### config.mk
export PLATFORM = sky130hd
export DESIGN_NAME = fetch_ctrl_flat
export DESIGN_NICKNAME = d
export VERILOG_FILES = /design/src/rtl/fetch_ctrl_if.sv /design/src/rtl/fetch_ctrl.sv /design/src/flat_wrapper.sv
export SDC_FILE = /design/constraint.sdc
export NUM_CORES = 1
export LEC_CHECK = 0
export ABC_AREA = 1
export CAP_MARGIN = 0
export CORE_ASPECT_RATIO = 1.5
export CORE_MARGIN = 4
export CORE_UTILIZATION = 51
export CTS_CLUSTER_SIZE = 25
export DETAILED_ROUTE_END_ITERATION = 7
export GPL_TIMING_DRIVEN = 0
export PLACE_DENSITY = 0.8
export SLEW_MARGIN = 5
export SYNTH_ARGS = -nofsm -noshare
export SYNTH_HDL_FRONTEND = slang
export SYNTH_SLANG_ARGS = --single-unit
### constraint.sdc
create_clock -name clk -period 2.49 [get_ports clk]
set_clock_uncertainty 0.2 [all_clocks]
set_input_delay 0.249 -clock clk [delete_from_list [all_inputs] [get_ports clk]]
set_output_delay 0.249 -clock clk [all_outputs]
set_load 0.1 [all_outputs]
### src/rtl/fetch_ctrl_if.sv
// Fetch-side bus bundle: the program/run control, the instruction memory
// port, the redirect request and the decode handshake.
//   master : fetch_ctrl side (drives imem_pc and the if_* / status outputs)
//   slave  : surrounding pipeline and memory side
// Signals:
//   run            level enable for fetching
//   imem_pc        instruction memory byte address
//   imem_instr     instruction memory read data (combinational from imem_pc)
//   redirect_valid single-cycle flow change request
//   redirect_pc    redirect target
//   if_valid       head of skid buffer holds an instruction
//   if_ready       decode accepts head this cycle
//   if_instr       head instruction
//   if_pc          byte address of head instruction
//   halted         program end reached and buffer drained
//   fault          misaligned redirect seen; sticky until reset
interface fetch_ctrl_if #(
    parameter int unsigned PC_WIDTH    = 16,
    parameter int unsigned INSTR_WIDTH = 16
);
    logic                   run;
    logic [PC_WIDTH-1:0]    imem_pc;
    logic [INSTR_WIDTH-1:0] imem_instr;
    logic                   redirect_valid;
    logic [PC_WIDTH-1:0]    redirect_pc;
    logic                   if_valid;
    logic                   if_ready;
    logic [INSTR_WIDTH-1:0] if_instr;
    logic [PC_WIDTH-1:0]    if_pc;
    logic                   halted;
    logic                   fault;

    modport master (
        input  run, imem_instr, redirect_valid, redirect_pc, if_ready,
        output imem_pc, if_valid, if_instr, if_pc, halted, fault
    );

    modport slave (
        output run, imem_instr, redirect_valid, redirect_pc, if_ready,
        input  imem_pc, if_valid, if_instr, if_pc, halted, fault
    );
endinterface

### src/rtl/fetch_ctrl.sv
// Instruction fetch sequencer. Owns the PC, addresses the instruction
// memory, captures returned instructions into a 2-entry skid buffer and
// presents them to decode over valid/ready. Handles redirects, halting at
// the end of the program and misaligned-redirect faults.
// Ports:
//   clk    system clock, rising edge
//   rst_n  synchronous active-low reset
//   bus    fetch_ctrl_if.master (memory port, redirect, decode handshake, status)
module fetch_ctrl #(
    parameter int unsigned         PC_WIDTH    = 16,
    parameter int unsigned         INSTR_WIDTH = 16,
    parameter logic [PC_WIDTH-1:0] RESET_PC    = 16'h0000,
    parameter logic [PC_WIDTH-1:0] PROG_LIMIT  = 16'h0032,
    parameter int unsigned         PC_STEP     = 2
) (
    input  logic          clk,
    input  logic          rst_n,
    fetch_ctrl_if.master  bus
);

    localparam logic [1:0] S_IDLE  = 2'd0;
    localparam logic [1:0] S_FETCH = 2'd1;
    localparam logic [1:0] S_HALT  = 2'd2;
    localparam logic [1:0] S_FAULT = 2'd3;

    logic [1:0]             state_q, state_d;
    logic [PC_WIDTH-1:0]    pc_q, pc_d;
    logic [1:0]             cnt_q, cnt_d;
    logic [PC_WIDTH-1:0]    pc0_q, pc0_d, pc1_q, pc1_d;
    logic [INSTR_WIDTH-1:0] ins0_q, ins0_d, ins1_q, ins1_d;
    logic                   valid_q, valid_d;
    logic                   halted_q, halted_d;
    logic                   fault_q, fault_d;

    logic                   pop;
    logic                   push;
    logic [1:0]             slot;

    // Next-state, PC and skid-buffer update
    always_comb begin
        state_d  = state_q;
        pc_d     = pc_q;
        cnt_d    = cnt_q;
        pc0_d    = pc0_q;
        pc1_d    = pc1_q;
        ins0_d   = ins0_q;
        ins1_d   = ins1_q;
        push     = 1'b0;
        pop      = (cnt_q != 2'd0) && bus.if_ready;
        // Tail slot once a same-cycle pop has shifted the buffer
        slot     = cnt_q - {1'b0, pop};

        if (bus.redirect_valid && (state_q != S_FAULT)) begin
            // Flush wins over any pop/push this cycle; head payload is left as-is
            cnt_d = 2'd0;
            if (bus.redirect_pc[0]) begin
                state_d = S_FAULT;
            end else begin
                pc_d    = bus.redirect_pc;
                state_d = S_FETCH;
            end
        end else begin
            unique case (state_q)
                S_IDLE: begin
                    if (bus.run) state_d = S_FETCH;
                end
                S_FETCH: begin
                    if (pc_q >= PROG_LIMIT) state_d = S_HALT;
                    else                    push = bus.run && ((cnt_q != 2'd2) || pop);
                end
                S_HALT, S_FAULT: begin
                end
                default: state_d = S_IDLE;
            endcase

            // Pop shifts the second entry forward; a lone head is held on pop
            if (pop && (cnt_q == 2'd2)) begin
                pc0_d  = pc1_q;
                ins0_d = ins1_q;
            end
            if (push) begin
                if (slot == 2'd0) begin
                    pc0_d  = pc_q;
                    ins0_d = bus.imem_instr;
                end else begin
                    pc1_d  = pc_q;
                    ins1_d = bus.imem_instr;
                end
                pc_d = pc_q + PC_WIDTH'(PC_STEP);
            end
            cnt_d = cnt_q - {1'b0, pop} + {1'b0, push};
        end

        valid_d  = (cnt_d != 2'd0);
        halted_d = (state_d == S_HALT) && (cnt_d == 2'd0);
        fault_d  = (state_d == S_FAULT);
    end

    // State and output registers
    always_ff @(posedge clk) begin
        if (!rst_n) begin
            state_q  <= S_IDLE;
            pc_q     <= RESET_PC;
            cnt_q    <= 2'd0;
            pc0_q    <= '0;
            pc1_q    <= '0;
            ins0_q   <= '0;
            ins1_q   <= '0;
            valid_q  <= 1'b0;
            halted_q <= 1'b0;
            fault_q  <= 1'b0;
        end else begin
            state_q  <= state_d;
            pc_q     <= pc_d;
            cnt_q    <= cnt_d;
            pc0_q    <= pc0_d;
            pc1_q    <= pc1_d;
            ins0_q   <= ins0_d;
            ins1_q   <= ins1_d;
            valid_q  <= valid_d;
            halted_q <= halted_d;
            fault_q  <= fault_d;
        end
    end

    assign bus.imem_pc  = pc_q;
    assign bus.if_valid = valid_q;
    assign bus.if_instr = ins0_q;
    assign bus.if_pc    = pc0_q;
    assign bus.halted   = halted_q;
    assign bus.fault    = fault_q;

endmodule

### src/flat_wrapper.sv
// flat-port wrapper written by rule: the top's interface ports become plain ports
module fetch_ctrl_flat 
#(
    parameter int unsigned         PC_WIDTH    = 16,
    parameter int unsigned         INSTR_WIDTH = 16,
    parameter logic [PC_WIDTH-1:0] RESET_PC    = 16'h0000,
    parameter logic [PC_WIDTH-1:0] PROG_LIMIT  = 16'h0032,
    parameter int unsigned         PC_STEP     = 2
)
  (clk, rst_n, bus_run, bus_imem_instr, bus_redirect_valid, bus_redirect_pc, bus_if_ready, bus_imem_pc, bus_if_valid, bus_if_instr, bus_if_pc, bus_halted, bus_fault);
  fetch_ctrl_if #(.PC_WIDTH(PC_WIDTH), .INSTR_WIDTH(INSTR_WIDTH)) bus_i ();
  input  logic clk;
  input  logic rst_n;
  input wire logic [$bits(bus_i.run)-1:0] bus_run;
  input wire logic [$bits(bus_i.imem_instr)-1:0] bus_imem_instr;
  input wire logic [$bits(bus_i.redirect_valid)-1:0] bus_redirect_valid;
  input wire logic [$bits(bus_i.redirect_pc)-1:0] bus_redirect_pc;
  input wire logic [$bits(bus_i.if_ready)-1:0] bus_if_ready;
  output wire logic [$bits(bus_i.imem_pc)-1:0] bus_imem_pc;
  output wire logic [$bits(bus_i.if_valid)-1:0] bus_if_valid;
  output wire logic [$bits(bus_i.if_instr)-1:0] bus_if_instr;
  output wire logic [$bits(bus_i.if_pc)-1:0] bus_if_pc;
  output wire logic [$bits(bus_i.halted)-1:0] bus_halted;
  output wire logic [$bits(bus_i.fault)-1:0] bus_fault;
  assign bus_i.run = bus_run;
  assign bus_i.imem_instr = bus_imem_instr;
  assign bus_i.redirect_valid = bus_redirect_valid;
  assign bus_i.redirect_pc = bus_redirect_pc;
  assign bus_i.if_ready = bus_if_ready;
  assign bus_imem_pc = bus_i.imem_pc;
  assign bus_if_valid = bus_i.if_valid;
  assign bus_if_instr = bus_i.if_instr;
  assign bus_if_pc = bus_i.if_pc;
  assign bus_halted = bus_i.halted;
  assign bus_fault = bus_i.fault;
  fetch_ctrl #(.PC_WIDTH(PC_WIDTH), .INSTR_WIDTH(INSTR_WIDTH), .RESET_PC(RESET_PC), .PROG_LIMIT(PROG_LIMIT), .PC_STEP(PC_STEP)) u_core (.clk(clk), .rst_n(rst_n), .bus(bus_i));
endmodule
==> impl_metrics.ini, run 1 <==
[logic_synthesis]
synth-edff-count = 0
synth_top_area_cell = dfxtp_1
yosys_warnings = 0
ys_seq_area_share_pct = 41.0
async_flop_share_pct = 0
netlist_top_cells_area = dfxtp_1 41%, nand2_1 11%, nor2_1 11%
synthCells = 608
syn_area_mm2 = 0.00415
post-synth-top-count-cell = nand2_1
synth_ff_type = dfxtp_1
synth_top_area_share_pct = 41.0
synth-seq-cells = 85
syn_nets = 648
post_synth.cell_area_avg_um2 = 6.83
synth_common_cells = 120 x nand2_1, 118 x nor2_1, 85 x dfxtp_1, 70 x nand3_1, 32 x inv_1
ys_types = 31

[global_route]
grt.total_usage_pct = 25.5
grtUsageMet1_pct = 27.4
use_met2_pct = 46.1
antenna_found_initial = 0
top_usage_layer = met2
overflow = 0
grt_max_degree = 15
grt_pass1_wl_mm = 19.3
grt_pass1_vias = 4277
grtUsageMet3_pct = 4.57

[power]
p_seq_share_pct = 39.6
switching_share_pct = 31.2
combPwrFrac_pct = 20.8
leakagePower_nw = 2.27
switchingPower_mw = 1.15
p_per_area_mw_per_mm2 = 671
power.internal_mw = 2.53
max-vdd-ir-drop_v = 0.000422
power_frac_clock_pct = 39.6

[timing]
relSlewSlack_pct = 32.2
finalWorstPathRequiredPeriod_ns = 2.43
grt_setup_unrepaired = false
timing.final.ws_setup_ns = 0.0579
setup_violations = 0
drv_slew = 0
hold_violations = 0
worst_slew_pin_slew_ns = 1.01
holdWs_ns = 0.136
period_share_pct = 97.7
max_freq_mhz = 411

[setup_path]
start_kind = flop
crit_fanout = 7
cp.arrival_ns = 1.98
cp-startpoint = u_core.bus.imem_pc[6]
r2r_start = u_core.bus.imem_pc[2]
required_ns = 2.04
cp-end-kind = primary output
path_buf_inv = 1
cpLargestDelayFamily = buffers and inverters
timing.critical_path.slowest_stage_cell = clkdlybuf4s50_1
cp_cell_sequence = clkdlybuf4s50_1
crit_type = reg2out
slowest_delay_ns = 1.19

[worst_hold_path]
hold_path_startpoint = rst_n
min_path_type = in2reg

[clock_tree]
clk_pin_slew_ns = 0.06
post-cts-setup-buffer-count = 0
cts_buffers = 9
cts_htree_levels = 3
cts.path.max_buffers = 2
cts_tree = yes
clkLatencyLatePin_ns = 0.34
cts_root_buf = clkbuf_16
clock_sinks = 85

[route]
dr.pass1.iters = 5
via_per_inst = 5.27
ant_nets = 0
finalWirelength_mm = 11.8
drc = 0
wl_per_cell_um = 14.5
vias = 4292
dr.first_iter.drc_count = 265

[place]
dpl_cell_area_mm2 = 0.00514
place.gp.congestion = 0.859
dp_slack_ns = -0.141
place_hpwl_mm = 8.52
dp.cells = 798
io_buffers = 85

[floorplanning]
die_y_um = 119
fp.dieW_um = 81.7
io_pins = 88
die_area_mm2 = 0.00968
start_util_pct = 52.2
row_count = 40
core_area_mm2 = 0.00796

[job]
drv_cap = 0

[finish]
syn_to_final_growth_pct = 31.9
layout.nets = 744
layoutNonFillerInstCount = 814
drive_gt1_share_pct = 10.9
antenna_cells = 0
finalInstanceArea_mm2 = 0.00548

[outcome]
outcome = completed
[metrics by stage]
| step | total power, mW | util [%] | setup TNS, ns |
|---|---|---|---|
| finish | 3.67 | 68.8 | 0 |
| global route | 3.79 | 68.8 | 0 |
| CTS | 3.67 | 68.7 | 0 |
| detailed placement | 2.24 | 64.6 | -0.491 |
| global placement | 2.23 | 64.6 | -0.144 |
| floorplan | 2.02 | - | 0 |
[state kept, by name, summed over array words and instances (netlist names)]
name / flops
u_core.bus.fault: 1
u_core.bus.halted: 1
u_core.bus.if_instr: 16
u_core.bus.if_pc: 16
u_core.bus.if_valid: 1
u_core.bus.imem_pc: 15
u_core.cnt_q: 2
u_core.ins1_q: 16
u_core.pc1_q: 15
u_core.state_q: 2
[logic make-up after synthesis]
| logic type | share of synthesized area [%] |
|---|---|
| AOI/OAI and AO/OA | 7.66 |
| buffers and inverters | 7.99 |
| DFF | 41.0 |
| adders and majority gates | 0.904 |
| and+or+nand+nor | 42.2 |
| xor gates and xnor gates | 0.211 |
| other | 0.0903 |
[cell type report]
type                    instances  area, um^2
well taps                     105         131
repair buffers                 85         851
clock buffers                  10         239
fillers                       681        2480
plain buffers                  39         200
clock inverters                 6        86.3
flip-flops and latches         85        1710
inverters                      35         131
multi-input cells             449        2130
[power groups by stage]
stage | Sequential (mW) | Clock [mW] | Combinational, mW
CTS | 1.45 | 1.46 | 0.764
detailed placement | 1.48 | 0 | 0.758
floorplan | 1.75 | 0 | 0.268
global placement | 1.48 | 0 | 0.751
global route | 1.46 | 1.51 | 0.820
finish | 1.45 | 1.45 | 0.766
[placed cells by master (no fill, tap or decap), drive strengths merged, types with 15 or more instances in the layout]
cell and n:
inv 34, a21oi 15, nand3 70, clkbuf 25
nor2 123, clkdlybuf4s50 85, dfxtp 85, o21ai 42
buf 24, or2 25, nand2 124, nor3 26
[worst paths after layout]
| check | endpoint | slack (ns) | cells after the start |
|---|---|---|---|
| setup / recovery | bus_imem_pc[6] | 0.06 | 1 |
| hold / removal | u_core.bus.if_pc[1] | 0.14 | 3 |
| setup reg to reg | u_core.bus.if_valid | 0.20 | 10 |
| hold reg to reg | u_core.pc1_q[11] | 0.25 | 2 |
[repair_timing]
item / in CTS / in global routing
setup endpoints to repair: 0 / 1
gates resized for setup: 0 / 2
hold buffers: 0 / 0
[routing by layer]
layer / vias to the layer above / share of wire [%]
li1: 2146 / -
met1: 1958 / 38
met2: 161 / 53
met3: 27 / 5.9
met4: 0 / 2.8
met5: - / 0
Note: power is estimated with default switching activity, not from simulation.
==> run 2: changes to the inputs <==
--- a/config.mk
+++ b/config.mk
@@ -13,6 +13,7 @@
 export CTS_CLUSTER_SIZE = 25
 export DETAILED_ROUTE_END_ITERATION = 7
 export GPL_TIMING_DRIVEN = 0
+export MAX_ROUTING_LAYER = met4
 export PLACE_DENSITY = 0.8
 export SLEW_MARGIN = 5
 export SYNTH_ARGS = -nofsm -noshare
==> run 2 against run 1 <==
Global-route usage about the same. Core utilization rose by 0.22 points. Clock power rose by 7%. Sequential share of layout area shrank 0.10 points. Total power up 2.5%. Critical path depth did not move. Non-clock buffer count is the same. Via count is 1.2% lower. Setup slack got worse by 0.0043 ns. Combinational power about the same. Count of clock-buffer cells in the layout decreased by 1. Hold slack got worse by 0.012 ns. Critical endpoint unchanged. Largest power group is now clock.
==> impl_metrics.ini, run 2 (synthesis gave the netlist of run 1 again) <==
[clock_tree]
cts.path.max_buffers = 2
cts_tree = yes
cts_htree_levels = 3
post-cts-setup-buffer-count = 0
clock_sinks = 85
cts_buffers = 9
cts_resized = 0
cts_root_buf = clkbuf_16
clkLatencyLatePin_ns = 0.34
clk_pin_slew_ns = 0.06
hold_buffers = 0

[global_route]
antenna_found_initial = 0
grt_pass1_wl_mm = 19.0
overflow = 0
grt_pass1_vias = 4170
grt_max_degree = 16
grt.total_usage_pct = 25.6

[route]
ant_nets = 0
drc = 0
dr.first_iter.drc_count = 193
wl_per_cell_um = 14.1
via_per_inst = 5.21
dr.pass1.iters = 4
vias = 4240
finalWirelength_mm = 11.5

[finish]
nFillCells = 689
utilization_pct = 69.0
syn_to_final_growth_pct = 32.3
layout_common_cells = 120 x nand2_1, 118 x nor2_1, 85 x clkdlybuf4s50_1, 79 x dfxtp_1, 70 x nand3_1
antenna_cells = 0
final_common_cell = nand2_1
finalInstanceArea_mm2 = 0.00549
drive_gt1_share_pct = 10.9
layout.nets = 744

[setup_path]
cp.arrival_ns = 1.99
required_ns = 2.04
path_buf_inv = 1
slowest_delay_ns = 1.19
start_kind = flop
cp-end-kind = primary output
cp_cell_sequence = clkdlybuf4s50_1
crit_type = reg2out
crit_fanout = 7
timing.critical_path.slowest_stage_cell = clkdlybuf4s50_1
cpLargestDelayFamily = buffers and inverters

[floorplanning]
fp.dieW_um = 81.7
io_pins = 88
die_area_mm2 = 0.00968
start_util_pct = 52.2
row_count = 40
core_area_mm2 = 0.00796
die_y_um = 119

[place]
place.gp.congestion = 0.873
dp_slack_ns = -0.161
io_buffers = 85
place_hpwl_mm = 8.49
dpl_cell_area_mm2 = 0.00514

[timing]
finalWorstPathRequiredPeriod_ns = 2.44
max_freq_mhz = 410
holdWs_ns = 0.124
drv_slew = 0
hold_violations = 0
worst_slew_pin_slew_ns = 1.01
setup_violations = 0
period_share_pct = 97.8
grt_setup_unrepaired = false
timing.final.ws_setup_ns = 0.0536
relSlewSlack_pct = 32.7

[outcome]
outcome = completed

[worst_hold_path]
min_path_type = in2reg

[job]
drv_cap = 0

[power]
max-vdd-ir-drop_v = 0.000512
p_per_area_mw_per_mm2 = 685
leakagePower_nw = 2.27
finalPower_mw = 3.76
-- run 2: layout make-up --
class | instances | area, um^2 | share of cell area, %
Multi-Input combinational cell | 449 | 2120 | 38.6
Sequential cell | 85 | 1710 | 31.1
Timing Repair Buffer | 85 | 851 | 15.5
Clock buffer | 9 | 225 | 4.10
Buffer | 39 | 200 | 3.64
Inverter | 35 | 131 | 2.39
Tap cell | 105 | 131 | 2.39
Clock inverter | 7 | 123 | 2.23
-- run 2: worst register-to-register path: stages (launching register included) --
cell     delay, ns
dfxtp_1       0.38
nor2_1        0.16
inv_1         0.05
nor2_1        0.12
nand3_1       0.18
nor2_4        0.19
buf_4         0.21
ha_1          0.18
xor2_1        0.21
nand2_1       0.10
a21oi_1       0.22
-- run 2: final timing paths --
check / depth (start not counted) / slack [ns] / from / endpoint
max: 1 / 0.05 / u_core.bus.imem_pc[6] / bus_imem_pc[6]
min: 3 / 0.12 / rst_n / u_core.ins1_q[3]
max reg2reg: 10 / 0.19 / u_core.bus.imem_pc[6] / u_core.bus.if_valid
min reg2reg: 2 / 0.25 / u_core.pc1_q[11] / u_core.pc1_q[11]
-- run 2: per-layer routing --
metal	vias to the layer above	global-route usage, %	wire [um]
met3	17	4.95	662
met4	0	10.5	284
met1	1936	27.0	4430
li1	2146	-	-
met5	-	-	0
met2	141	45.2	6140
-- run 2: metrics by stage --
stage	std cells	setup TNS (ns)
2_1_floorplan	608	0
3_3_place_gp	798	-0.147
3_5_place_dp	798	-0.426
4_1_cts	814	0
5_1_grt	814	0
6_report	814	0
-- run 2: power breakdown --
part | leakage [nW] | switching, mW | internal [mW] | total, mW
Sequential | 0.691 | 0.0464 | 1.41 | 1.45
Combinational | 1.42 | 0.548 | 0.216 | 0.764
Clock | 0.162 | 0.563 | 0.985 | 1.55
